===== src/rtl/ram8_16_clr.sv =====
// ============================================================================
// Module   : ram8_16_clr
// Brief    : 8 x 16-bit register bank with a one-hot write decode, an
//            addressed combinational read and a sequential sweep-clear engine.
// Revision : 1.0  initial release
// ============================================================================
`timescale 1ns/1ps
`default_nettype none

module ram8_16_clr #(
    parameter int WIDTH = 16,
    parameter int DEPTH = 8
) (
    input  logic             clk,
    input  logic             rst_n,
    input  logic [WIDTH-1:0] in,
    input  logic [2:0]       address,
    input  logic             load,
    input  logic             clr_req,
    output logic             ready,
    output logic             busy,
    output logic [WIDTH-1:0] out
);

    localparam int             c_AW   = 3;
    localparam logic [c_AW-1:0] c_LAST = 3'd7;

    typedef enum logic [0:0] {
        ST_IDLE  = 1'b0,
        ST_CLEAR = 1'b1
    } state_t;

    state_t                     r_state;
    state_t                     w_state_nxt;
    logic [c_AW-1:0]            r_ptr;
    logic [c_AW-1:0]            w_ptr_nxt;
    logic [DEPTH-1:0]           w_wr_sel;
    logic [DEPTH-1:0]           w_clr_sel;
    logic [DEPTH-1:0][WIDTH-1:0] w_words;

    always_ff @(posedge clk or negedge rst_n) begin
        if (!rst_n) begin
            r_state <= ST_IDLE;
            r_ptr   <= '0;
        end else begin
            r_state <= w_state_nxt;
            r_ptr   <= w_ptr_nxt;
        end
    end

    // Requests arriving during a sweep are dropped, never queued.
    always_comb begin
        w_state_nxt = r_state;
        w_ptr_nxt   = r_ptr;
        case (r_state)
            ST_IDLE: begin
                if (clr_req) begin
                    w_state_nxt = ST_CLEAR;
                    w_ptr_nxt   = '0;
                end
            end
            ST_CLEAR: begin
                w_ptr_nxt = r_ptr + 1'b1;
                if (r_ptr == c_LAST) begin
                    w_state_nxt = ST_IDLE;
                    w_ptr_nxt   = '0;
                end
            end
            default: begin
                w_state_nxt = ST_IDLE;
                w_ptr_nxt   = '0;
            end
        endcase
    end

    assign ready = (r_state == ST_IDLE);
    assign busy  = (r_state == ST_CLEAR);

    // Writes and sweep-clears are mutually exclusive by state, so each word
    // sees at most one select per edge.
    always_comb begin
        w_wr_sel  = '0;
        w_clr_sel = '0;
        for (int i = 0; i < DEPTH; i++) begin
            w_wr_sel[i]  = load && ready && (address == c_AW'(i));
            w_clr_sel[i] = busy && (r_ptr == c_AW'(i));
        end
    end

    generate
        for (genvar gi = 0; gi < DEPTH; gi++) begin : g_word
            logic [WIDTH-1:0] r_word;

            always_ff @(posedge clk or negedge rst_n) begin
                if (!rst_n) begin
                    r_word <= '0;
                end else if (w_clr_sel[gi]) begin
                    r_word <= '0;
                end else if (w_wr_sel[gi]) begin
                    r_word <= in;
                end
            end

            assign w_words[gi] = r_word;
        end
    endgenerate

    assign out = w_words[address];

endmodule

`default_nettype wire


===== config.mk =====
export PLATFORM = sky130hd
export DESIGN_NAME = ram8_16_clr
export DESIGN_NICKNAME = d
export VERILOG_FILES = /design/src/rtl/ram8_16_clr.sv
export SDC_FILE = /design/constraint.sdc
export NUM_CORES = 1
export LEC_CHECK = 0
export ABC_AREA = 1
export ABC_CLOCK_PERIOD_IN_PS = 3450
export CORE_MARGIN = 4
export CORE_UTILIZATION = 59
export CTS_BUF_LIST = sky130_fd_sc_hd__clkbuf_16
export CTS_CLUSTER_DIAMETER = 30
export DETAILED_ROUTE_END_ITERATION = 16
export GPL_ROUTABILITY_DRIVEN = 0
export PLACE_DENSITY = 0.88
export REMOVE_ABC_BUFFERS = 1
export SLEW_MARGIN = 0
export SYNTH_ARGS = -nofsm -noshare
export SYNTH_HDL_FRONTEND = slang
export SYNTH_SLANG_ARGS = --single-unit

===== constraint.sdc =====
create_clock -name clk -period 3.45 [get_ports clk]
set_input_delay 0.5175 -clock clk [delete_from_list [all_inputs] [get_ports clk]]
set_output_delay 0.5175 -clock clk [all_outputs]
set_load 0.1 [all_outputs]

Yosys cells after proc, flatten, opt, wreduce, memory -nomap -nowiden

Cells that the tools add are included.

Bits in registers: 132
Bits of input ports: 23
Logic and storage cells: 79

Add/subtract/negate cells: 1
$lt $le $gt $ge: 1
Equal/unequal tests: 15
Muxes and demuxes: 24
Bitwise operators: 1
Reductions and logical operators: 27

Operator list:

| operator                                                               | count |
|---|---|
| 16-bit 2-to-1 mux                                                      | 17 |
| 16-bit binary-select mux with 3-bit select                             | 1 |
| 3-bit equality test (second input constant)                            | 8 |
| 1-bit logical AND                                                      | 17 |
| 2-bit nonzero test                                                     | 8 |
| 3-bit by 2-bit equality test with 1-bit output (second input constant) | 4 |
| 3-bit by 1-bit equality test with 1-bit output (second input constant) | 2 |
| 3-bit logical NOT                                                      | 2 |
| 3-bit 2-to-1 mux                                                       | 2 |
| 3-bit one-hot mux with 2 select lines                                  | 1 |
| 3-bit by 4-bit < comparator with 1-bit output (second input constant)  | 1 |
| 3-bit by 1-bit adder with 3-bit output (second input constant)         | 1 |
| 1-bit 2-to-1 mux                                                       | 2 |
| 2-bit != test (second input constant)                                  | 1 |
| 1-bit one-hot mux with 2 select lines                                  | 1 |
| 1-bit inverter                                                         | 1 |

Logic depth before layout (Yosys ltp)

Gate-level depths: netlist (run 1).

Depth in word-level cells: 5
Mapped depth: 9
Gate-level depth less buffers: 7

Least setup slack after synthesis (run 1)

OpenSTA, ideal clock, no wires.

Path type: input to output
From: input port address[1]
To: output port out[14]
Arrival time: 1.852 ns
Required time: 2.932 ns
Slack: 1.080 ns
Cell stages on the path: 7
Cells stage by stage: buf_4 -> inv_2 -> buf_1 -> nand2_1 -> nand2_1 -> nand2_1 -> nand2_1

Longest elaborated chain between the ends: 2

Ends and longest elaborated chain:

| element                                    | line | source |
|---|---|---|
| from (decl)                                | 17   | `input logic [2:0] address,` |
| 16-bit binary-select mux with 3-bit select | 108  | `assign out = w_words[address];` |
| 16-bit 2-to-1 mux (not written as such)    | 108  |  |
| to (decl)                                  | 22   | `output logic [WIDTH-1:0] out` |

No other way between the ends. The select of a mux whose other input is x is not followed.

Worst setup path in the final report (run 1)

From: input port address[1]
To: output port out[6]

The elaborated chain is that of the path after synthesis.

==> results of run 1 <==
-- how the worst max path moves through the flow --
stage,startpoint,end,slack [ns],cells after the start
after global placement,address[1],out[11],0.84,7
after global routing,address[1],out[6],0.70,7
after detailed placement,address[2],g_word[4].r_word[8],0.82,8
after CTS,address[1],out[6],0.83,7
final,address[1],out[6],0.80,7
after floorplan,busy,g_word[3].r_word[0],0.91,7
-- layout make-up --
type,count,area [um2]
Fill cell,908,3470
Sequential cell,132,3303
Multi-Input combinational cell,759,3123
Timing Repair Buffer,49,615.6
Clock buffer,17,425.4
Clock inverter,14,193.9
Tap cell,143,178.9
Inverter,16,60.06
-- layer usage --
metal / routed length [um] / share of wire / up-vias / GRT usage
li1: - / - / 3014 / -
met1: 7788 / 0.40 / 3001 / 0.4093
met2: 8948 / 0.47 / 354 / 0.4761
met3: 1814 / 0.094 / 75 / 0.09138
met4: 682 / 0.035 / 0 / 0.1485
met5: 0 / 0 / - / 0
-- flip-flops by register name, indices dropped and copies added (netlist names) --
name           count
r_ptr              3
g_word.r_word    128
busy               1
-- metrics by stage --
| step | hold WS [ns] | total power, W | setup WS [ns] | area, um2 | util |
|---|---|---|---|---|---|
| CTS | 0.2346 | 0.006086 | 0.8253 | 7900 | 0.6948 |
| global placement | 0.4802 | 0.004085 | 0.8427 | 7281 | 0.6404 |
| finish | 0.2001 | 0.006098 | 0.7981 | 7900 | 0.6948 |
| detailed placement | 0.4863 | 0.004148 | 0.8163 | 7281 | 0.6404 |
| floorplan | 0.2219 | 0.003467 | 0.9116 | 6486 | - |
| global route | 0.2685 | 0.006415 | 0.7040 | 7900 | 0.6948 |
-- report_power, final --
part	internal [W]	switching (W)
registers	0.00197	0.000261
logic	0.000593	0.00134
clock network	0.00126	0.000674
total	0.00382	0.00227
-- cells in the mapped netlist --
| cell | n |
|---|---|
| o21a_1 | 1 |
| ha_1 | 6 |
| buf_6 | 5 |
| nand2_1 | 597 |
| buf_4 | 6 |
| inv_1 | 4 |
| o22ai_1 | 1 |
| nor2_2 | 2 |
| o21ai_0 | 2 |
| nand3_1 | 134 |
| nand2_2 | 9 |
| buf_1 | 4 |
| or2_2 | 1 |
| nor2_4 | 2 |
| nor2_1 | 4 |
| clkbuf_1 | 7 |
| buf_2 | 43 |
| inv_2 | 12 |
| dfrtp_1 | 132 |
-- logic make-up (layout without fill, tap and decap cells) --
kind of cell	count (synthesis)	in the layout	synth area share
compound gates	4	4	0.003475
buf+inv	81	96	0.06106
simple gates	749	749	0.4419
fa+ha+maj	6	6	0.01097
flops	132	132	0.4826
==> out/results.tsv, run 1 <==
stage	metric	value	unit
run_status	outcome	finished, final reports clean	
pwr	vdd_ir_drop_max	0.5000	mV
detailed_routing	vias	6444	
critical_path	worst-path-max-fanout	33	
yosys	syn_inst	972	
timing	hold_viol	0	
layout	stdcell_count	1130	
critical_path	startpoint_type	input pin	
critical_path	reg2reg_from	busy	
pwr	p_per_area	771.8	nW/um2
detailed_routing	wirelength	19230	um
die	die_area	13390	um2
clocking	clk_latency	0.43	ns
timing	setup_tns	0	ns
critical_path	reg2reg_slack	1.58	ns
die	die_w	115.7	um
critical_path	path_cells	clkdlybuf4s50_1 > inv_2 > nand2_1 > nand2_1 > nand2_1 > nand2_1 > buf_12	
layout	final_common_cell	nand2_1	
yosys	synth_top_area_frac	0.4826	
die	ioPinCount	41	
timing	fin_crit_sh	0.7687	
layout	syn2layout_area_growth	15.43	%
timing	fmax	377.1	MHz
detailed_routing	drt_pass1_iterations	5	
timing	worst_pin_slew	0.8894	ns
timing	rsz0062_at_grt	no	
min_path	holdCritPathClass	in -> async	
clocking	clock-root-buffer	clkbuf_16	
clocking	cts_resized	0	
yosys	synth_area	6844	um2
yosys	ys_seq_elements	132	
die	num_rows	39	
critical_path	path_common_cell	nand2_1	
layout	n_antenna_cell	0	
detailed_routing	drc	0	
placed_design	hpwl	11540	um
die	start_util	0.6020	
yosys	ys_warn_count	0	
clocking	cts_sinks	132	
yosys	yosysSeqAreaShare	0.4826	
critical_path	cp_top_family	buffers and inverters	
clocking	cts_buffers	17	
critical_path	worstSetupEndpointType	output pin	
clocking	clkTransAtPathRegs	0.06	ns
layout	drive_gt1_frac	0.08409	
yosys	syn_avg_cell_area	7.041	um2
grt	grt_first_pass_wirelength	32150	um
critical_path	crit_arrival	2.13	ns
critical_path	critical_path_required	2.93	ns
yosys	synthTopCellsByArea	dfrtp_1 (48%), nand2_1 (33%), nand3_1 (9.8%)	
critical_path	path_buf_inv	3	
timing	maxSlewHeadroom	0.4071	
timing	setup_viol_count_final	0	
clocking	cts_hold_buf	0	
clocking	cts_setup_buffers	0	
detailed_routing	drtIter0Drc	787	
timing	drv_slew	0	
critical_path	cp_slowest_cell	inv_2	
layout	fin_nets	1004	
detailed_routing	avgViaCountPerCell	5.703	
die	core_area	11370	um2
clocking	ctsLongestPathBuffers	2	
grt	grt_pass1_vias	6361	
placed_design	post-place-cells	1099	
pwr	leakagePower	4.595	nW
critical_path	critical_path_class	in -> out	
layout	layout_common_cells	nand2_1 (597), nand3_1 (134), dfrtp_1 (132)	
grt	overflow	0	
grt	grt_max_degree	68	
die	die_h	115.7	um
yosys	yosys.area.top_type	dfrtp_1	
timing	clock_skew	0.004514	ns
detailed_routing	wl_per_cell	17.02	um
critical_path	slowest_delay	0.51	ns
placed_design	io_buffers	40	
clocking	cts_tree	yes	
detailed_routing	drtAntennaViolNets	0	
job	maxCapViolCount	0	
timing	min_period	2.652	ns
clocking	cts-htree-levels	4	
critical_path	rr_worst_depth	7	
critical_path	rr_endpoint	g_word[2].r_word[2]	
yosys	netlist-cell-type-count	19	
grt	track_usage	0.3110	
grt	antenna_found_initial	0	
(Power assumes the default switching activity.)
==> run 2: changes to the inputs <==
--- a/config.mk
+++ b/config.mk
@@ -6,7 +6,7 @@
 export NUM_CORES = 1
 export LEC_CHECK = 0
 export ABC_AREA = 1
-export ABC_CLOCK_PERIOD_IN_PS = 3450
+export ABC_CLOCK_PERIOD_IN_PS = 2500
 export CORE_MARGIN = 4
 export CORE_UTILIZATION = 59
 export CTS_BUF_LIST = sky130_fd_sc_hd__clkbuf_16
==> constraint.sdc (replaced) <==
create_clock -name clk -period 2.5 [get_ports clk]
set_input_delay 0.375 -clock clk [delete_from_list [all_inputs] [get_ports clk]]
set_output_delay 0.375 -clock clk [all_outputs]
set_load 0.1 [all_outputs]
==> run 2 against run 1 <==
Non-clock buffer count rose by 12; combinational power increased by 42%; sequential share of layout area is 0.75 points lower; cell area up 1.8%; sequential power grew 39%; worst setup slack got worse by 0.54 ns; clock-buffer cell count unchanged; clock skew increased by 0.0067 ns; global-route usage rose by 0.41 points; critical path depth increased by 1.
==> out/results.tsv, run 2 (synthesis results as in run 1) <==
stage	metric	value	unit	change
run_status	outcome	finished, final reports clean		
die	ioPinCount	41		unchanged
critical_path	critical_path_required	2.12	ns	-0.81 ns
detailed_routing	drtIter0Drc	740		-6.0%
timing	setup_viol_count_final	0		unchanged
pwr	combPwrFrac	0.328		+0.011
timing	rsz0062_at_grt	no		
critical_path	path_buf_inv	4		+1
die	start_util	0.6020		unchanged
die	die_area	13390	um2	unchanged
critical_path	cp_slowest_cell	clkdlybuf4s50_1		
layout	syn2layout_area_growth	17.55	%	
pwr	vdd_ir_drop_max	0.5232	mV	+4.6%
grt	antenna_found_initial	0		unchanged
die	die_h	115.7	um	unchanged
placed_design	io_buffers	40		unchanged
layout	n_antenna_cell	0		unchanged
clocking	ctsLongestPathBuffers	2		unchanged
timing	drv_slew	0		unchanged
timing	min_period	2.243	ns	
grt	overflow	0		unchanged
pwr	p_per_area	1042	nW/um2	+35%
grt	grt_pass1_vias	6803		+6.9%
timing	maxSlewHeadroom	0.4556		+0.04857
critical_path	startpoint_type	input pin		
pwr	fin_total_pwr	0.008386	W	+38%
timing	fin_crit_sh	0.8973		
clocking	clock-root-buffer	clkbuf_16		
critical_path	reg2reg_slack	0.64	ns	-0.94 ns
critical_path	path_common_cell	nand2_1		
clocking	cts_setup_buffers	0		unchanged
detailed_routing	wirelength	19860	um	+3.2%
detailed_routing	wl_per_cell	17.39	um	+2.2%
timing	hold_viol	0		unchanged
critical_path	cp_top_family	buffers and inverters		
critical_path	critical_path_class	in -> out		
timing	setup_tns	0	ns	unchanged
detailed_routing	drc	0		unchanged
critical_path	crit_arrival	1.87	ns	-0.26 ns
placed_design	hpwl	11890	um	+3.0%
pwr	clkPwrFrac	0.303		-0.014
die	die_w	115.7	um	unchanged
clocking	cts_buffers	17		unchanged
detailed_routing	vias	6672		+3.5%
clocking	cts_tree	yes		
timing	clock_skew	0.01120	ns	+0.006687 ns
timing	worst_pin_slew	0.8143	ns	-0.07513 ns
layout	drive_gt1_frac	0.09309		+0.009000
critical_path	cp.depth	8		+1
critical_path	path_cells	clkdlybuf4s50_1 > inv_2 > buf_12 > nand2_1 > nand2_1 > nand2_1 > nand2_1 > buf_12		
pwr	share_seq_of_total_power	0.369		+0.003
pwr	p_sw_frac	0.3770		+0.003987
clocking	cts-htree-levels	4		unchanged
critical_path	slowest_delay	0.48	ns	-0.03 ns
detailed_routing	drt_pass1_iterations	6		+1
layout	largest-register	g_word.r_word		
layout	final_common_cell	nand2_1		
layout	largest_reg_flops	128		unchanged
job	maxCapViolCount	0		unchanged
grt	track_usage	0.3151		+0.004110
min_path	holdCritPathClass	in -> async		
detailed_routing	drtAntennaViolNets	0		unchanged
layout	fin_nets	1016		+1.2%
pwr	p_int	0.005225	W	+37%
pwr	leakagePower	4.665	nW	+1.5%
grt	grt_max_degree	68		unchanged
die	core_area	11370	um2	unchanged
detailed_routing	avgViaCountPerCell	5.842		+2.5%
critical_path	worst-path-max-fanout	18		-45%
clocking	clk_latency	0.42	ns	about the same
clocking	cts_sinks	132		unchanged
critical_path	rr_worst_depth	7		unchanged
critical_path	worstSetupEndpointType	output pin		
grt	grt_first_pass_wirelength	32390	um	+0.75%
timing	fmax	445.8	MHz	
clocking	clkTransAtPathRegs	0.05	ns	about the same
die	num_rows	39		unchanged
layout	layout_common_cells	nand2_1 (597), nand3_1 (134), dfrtp_1 (132)		
pwr	p_sw	0.003161	W	+39%
run 2: final cells by class:
| class | instances | area, um2 |
|---|---|---|
| Fill cell | 832 | 3324 |
| Clock buffer | 17 | 425.4 |
| Clock inverter | 14 | 171.4 |
| Inverter | 16 | 60.06 |
| Timing Repair Buffer | 61 | 783.3 |
| Sequential cell | 132 | 3303 |
| Tap cell | 143 | 178.9 |
| Multi-Input combinational cell | 759 | 3123 |
run 2: power by group through the flow:
stage | clock, W | combinational [W] | sequential, W
2_1_floorplan | 0 | 0.00172 | 0.00307
3_3_place_gp | 0 | 0.00262 | 0.00306
3_5_place_dp | 0 | 0.00269 | 0.00310
4_1_cts | 0.00254 | 0.00273 | 0.00308
5_1_grt | 0.00264 | 0.00299 | 0.00315
6_report | 0.00254 | 0.00275 | 0.00309
run 2: what timing repair did:
| item | 4_1_cts | 5_1_grt |
|---|---|---|
| gates resized for setup | 0 | 0 |
| endpoints found under the hold margin | 30 | 0 |
| hold buffers | 1 | 0 |
run 2: worst paths after layout:
check | startpoint | endpoint
setup / recovery | address[1] | out[0]
hold / removal | rst_n | g_word[6].r_word[11]
setup reg to reg | busy | g_word[1].r_word[9]
hold reg to reg | g_word[6].r_word[10] | g_word[6].r_word[10]
max in group asynchronous | rst_n | g_word[4].r_word[0]
min in group clk | g_word[6].r_word[10] | g_word[6].r_word[10]
run 2: metal layers:
| layer | track usage | part of all wire |
|---|---|---|
| met5 | 0 | 0 |
| met3 | 0.08460 | 0.11 |
| met4 | 0.1841 | 0.038 |
| met1 | 0.3778 | 0.37 |
| met2 | 0.5135 | 0.48 |
run 2: per-stage QoR:
step           area, um2  hold WS [ns]  utilization  cells  setup slack, ns
3_5_place_dp        7438        0.3445       0.6542   1110           0.2849
4_1_cts             8045        0.4577       0.7076   1142           0.2753
6_report            8045        0.4438       0.7076   1142           0.2568
3_3_place_gp        7438        0.3465       0.6542   1110           0.3327
2_1_floorplan       6486       0.07941            -    907         -0.03838
5_1_grt             8045        0.5070       0.7076   1142           0.1696
==> RTL change 1: new RTL, settings of run 2 <==
Make the reset (`rst_n`) synchronous in 2 clocked blocks.
--- a/src/rtl/ram8_16_clr.sv
+++ b/src/rtl/ram8_16_clr.sv
@@ -40,3 +40,3 @@
 
-    always_ff @(posedge clk or negedge rst_n) begin
+    always_ff @(posedge clk) begin
         if (!rst_n) begin
@@ -93,3 +93,3 @@
 
-            always_ff @(posedge clk or negedge rst_n) begin
+            always_ff @(posedge clk) begin
                 if (!rst_n) begin
Check against the original RTL: differs if rst_n is asserted again (counterexample within 4 cycles, from zero or initial values and one cycle with rst_n low); with rst_n held inactive, the same outputs for 4 cycles.
==> RTL change 1 against run 2 <==
Sequential cell count unchanged; wire length shrank 6.3%; cell count rose by 13%; synthesized area decreased by 1.7%; fmax increased by 1.7%; setup slack better by 38 ps; count of clock-buffer cells in the layout unchanged; final area down 2.7%; largest cell class is now multi-input gates.
Power is not compared: it rests on default switching activity, and its combinational part moved more than twofold at a synthesized area within 25%.
==> RTL change 1: results (changes against run 2) <==
pwr:
  power_mw: 5.04
setup_path:
  r2r_end: "g_word[4].r_word[6]"  # was g_word[1].r_word[9]
  crit_end: "out[15]"  # was out[0]
  cp_slowest_stage_delay_ps: 460  # was 480 ps
  arrival_ps: 1830  # was 1870 ps
  crit_fanout: 17  # was 18
  reg2reg_from: "busy"  # unchanged
  r2r_setup_slack_ps: 830  # was 640 ps
timing:
  max_slew_margin_pct: 54.2  # was 45.6%
  finalWorstSetupSlack_ps: 295  # was 257 ps
  clock_skew_ps: 6.59  # was 11.2 ps
cells_and_area:
  clk_share_pct: 6.42  # was 7.42%
  num-nonclk-inverters: 35  # was 16
  nFillCells: 913  # was 832
  multi_input_gates: 894  # was 759
  multi_input_area_share_pct: 46.1  # was 38.8%
  finalNetCount: 1168  # was 1,016
  drive_above_1_share_pct: 7.05  # was 9.31%
  non_clock_buffer_count: 59  # was 61
  seqCellArea_sq_um: 2640  # was 3300 sq um
  buffer_area_share_pct: 9.81  # was 9.74%
global_routing:
  met3_usage_pct: 6.16  # was 8.46%
  grt_max_degree: 65  # was 68
  grt_use_met2_pct: 47.4  # was 51.4%
  first_global_vias: 6477  # was 6,803
  grt_antenna_before_repair: 0  # unchanged
  globalRouteMet1Util_pct: 38.0  # was 37.8%
  grt_first_pass_wirelength_mm: 30.9  # was 32.4 mm
yosys:
  ys_seq_area_share_pct: 39.3  # was 48.3%
  synth_commonest_cells: "nand2_1 (540), nor2_1 (258), dfxtp_1 (132)"  # was nand2_1 (597), nand3_1 (134), dfrtp_1 (132)
  synth_compound_area_share_pct: 0.632  # was 0.347%
  ys_async_sr_fraction_pct: 0  # was 100%
  ys_types: 22  # was 19
  syn_inst: 1121  # was 972
  synth_fa_ha_area_share_pct: 1.12  # was 1.10%
  synthTopCellsByArea: "dfxtp_1 (39%), nand2_1 (30%), nor2_1 (14%), nand3_1 (5.2%), buf_2 (3.0%)"  # was dfrtp_1 (48%), nand2_1 (33%), nand3_1 (9.8%), buf_2 (3.1%), ha_1 (1.1%)
detailed_routing:
  top_layer_used: "met4"  # unchanged
  drt_iter0_markers: 641  # was 740
  wl_met1_mm: 7.59  # was 7.30 mm
  wl_met3_mm: 1.72  # was 2.21 mm
  vias_per_cell: 5.33  # was 5.84
  wl_met2_mm: 8.65  # was 9.60 mm
outcome:
  status: "completed"  # unchanged
placement:
  dpl.hpwl_mm: 11.4  # was 11.9 mm
  pre_cts_ws_ps: 311  # was 285 ps
  placed_area_sq_um: 7330  # was 7440 sq um
  place_inst: 1260  # was 1,110
hold_path:
  hold_class: "register to register"  # was input pin to asynchronous set/reset pin
clock_tree:
  cts_setup_buffers: 0  # unchanged
  cts_made_buffers: 17  # unchanged
  cts_buffer_depth: 2  # unchanged
die:
  core_sq_um: 11000  # was 11,400 sq um
==> RTL change 1: changes by cell type in the layout (fill, tap and decap cells not counted), sizes merged, moves of 3 or more <==
cell    delta
nand2     -64
inv       +18
dfxtp    +132
nand3     -62
nor2     +259
bufinv     -3
dfrtp    -132
a21oi      +4
==> RTL change 1: worst min path at each step <==
| stage | start | endpoint | slack (ps) | depth (start not counted) |
|---|---|---|---|---|
| after floorplan | g_word[1].r_word[0] | g_word[1].r_word[0] | 450 | 2 |
| after detailed placement | g_word[5].r_word[11] | g_word[5].r_word[11] | 470 | 2 |
| after CTS | g_word[7].r_word[9] | g_word[7].r_word[9] | 480 | 2 |
| final | g_word[5].r_word[11] | g_word[5].r_word[11] | 480 | 2 |
| after global routing | g_word[2].r_word[6] | g_word[2].r_word[6] | 500 | 2 |
| after global placement | g_word[5].r_word[13] | g_word[5].r_word[13] | 460 | 2 |
==> RTL change 2: new RTL, settings of run 2 <==
Without the edit above. Set the parameter `WIDTH` to 12 (it was 16).
--- a/src/rtl/ram8_16_clr.sv
+++ b/src/rtl/ram8_16_clr.sv
@@ -10,3 +10,3 @@
 module ram8_16_clr #(
-    parameter int WIDTH = 16,
+    parameter int WIDTH = 12,
     parameter int DEPTH = 8
Interface: changed (resized in and out); port bits go from 41 to 33. The function was not compared with the original's and may differ.
==> RTL change 2 against run 2 <==
Final area fell by 25%; critical path depth is 1 lower; synthesized area shrank 22%; setup slack improved by 17 ps; sequential cell count is 32 lower; fmax is 0.77% higher; wire length decreased by 28%; power down 27%; non-clock buffer count is 22 lower; clock skew is 7.1 ps lower; core utilization is 2.0 points lower.
==> RTL change 2: results (changes against run 2) <==
outcome:
  status: "completed"  # unchanged
clock_tree:
  cts_made_buffers: 9  # was 17
  h-tree-depth: 3  # was 4
  cts.clk_slew.worst_paths_ps: 70  # was 50 ps
detailed_routing:
  drt_iter0_markers: 635  # was 740
  wirelength_mm: 14.4  # was 19.9 mm
  via_count: 4972  # was 6,672
cells_and_area:
  largest_register_ffs: 96  # was 128
  finalNetCount: 746  # was 1,016
  drive_above_1_share_pct: 12.1  # was 9.31%
timing:
  clock_skew_ps: 4.05  # was 11.2 ps
setup_path:
  r2r_end: "g_word[2].r_word[0]"  # was g_word[1].r_word[9]
  crit_fanout: 25  # was 18
  cp_slowest_stage_delay_ps: 430  # was 480 ps
  r2r_setup_slack_ps: 700  # was 640 ps
  arrival_ps: 1850  # was 1870 ps
  r2r_cells: 5  # was 7
yosys:
  ys_seq_area_share_pct: 46.7  # was 48.3%
  synthTopCellsByArea: "dfrtp_1 (47%), nand2_1 (26%), nand3_1 (8.5%), o21ai_2 (5.1%), buf_6 (3.2%)"  # was dfrtp_1 (48%), nand2_1 (33%), nand3_1 (9.8%), buf_2 (3.1%), ha_1 (1.1%)
  ys_types: 22  # was 19
placement:
  placed_area_sq_um: 5710  # was 7440 sq um
  io_buffers: 32  # was 40
  dpl.hpwl_mm: 8.95  # was 11.9 mm
pwr:
  ir_drop_uv: 463  # was 523 uV
  p_leak_nw: 3.27  # was 4.67 nW
global_routing:
  grt_first_pass_wirelength_mm: 23.4  # was 32.4 mm
RTL change 2: cell count changes after synthesis, moves of 10 or more:
cell | run 2 | this run
nand2_1 | 597 | 368
buf_6 | 5 | 15
o21ai_2 | 0 | 31
inv_1 | 4 | 29
o21ai_0 | 2 | 14
dfrtp_1 | 132 | 100
nand3_1 | 134 | 91
buf_2 | 43 | 18
RTL change 2: layout make-up:
type | instances | area, sq um
Fill cell | 639 | 2740
Sequential cell | 100 | 2500
Multi-Input combinational cell | 535 | 2420
Timing Repair Buffer | 39 | 518
Clock buffer | 9 | 225
Inverter | 36 | 135
Tap cell | 108 | 135
Clock inverter | 7 | 91.3
RTL change 2: report_power, final:
part | switching, mW | internal [mW]
logic | 1.52 | 0.696
registers | 0.308 | 2.07
clock network | 0.628 | 0.874
total | 2.46 | 3.64
RTL change 2: cell families (layout without fill, tap and decap cells):
family | after synthesis | count (layout) | share of synthesized area, %
compound gates | 53 | 53 | 7.19
fa+ha+maj | 6 | 6 | 1.40
buf+inv | 79 | 91 | 8.26
flops | 100 | 100 | 46.7
simple gates | 476 | 476 | 36.5
RTL change 2: layer usage:
metal / wire length, um / vias up / part of all wire [%] / global-route usage [%]
li1: - / 2258 / - / -
met1: 5690 / 2375 / 40 / 39.4
met2: 6810 / 290 / 47 / 45.0
met3: 1360 / 49 / 9.4 / 4.63
met4: 507 / 0 / 3.5 / 11.3
met5: 0 / - / 0 / 0
RTL change 2: metrics by stage:
stage / setup WS (ps) / power (mW) / cells / hold WS, ps
final: 274 / 6.10 / 834 / 62.8
after global routing: 180 / 6.39 / 834 / 117
after CTS: 310 / 6.07 / 834 / 77.4
after detailed placement: 305 / 4.57 / 818 / 442
after global placement: 387 / 4.47 / 818 / 435
after floorplan: -86.9 / 3.80 / 671 / 79.4
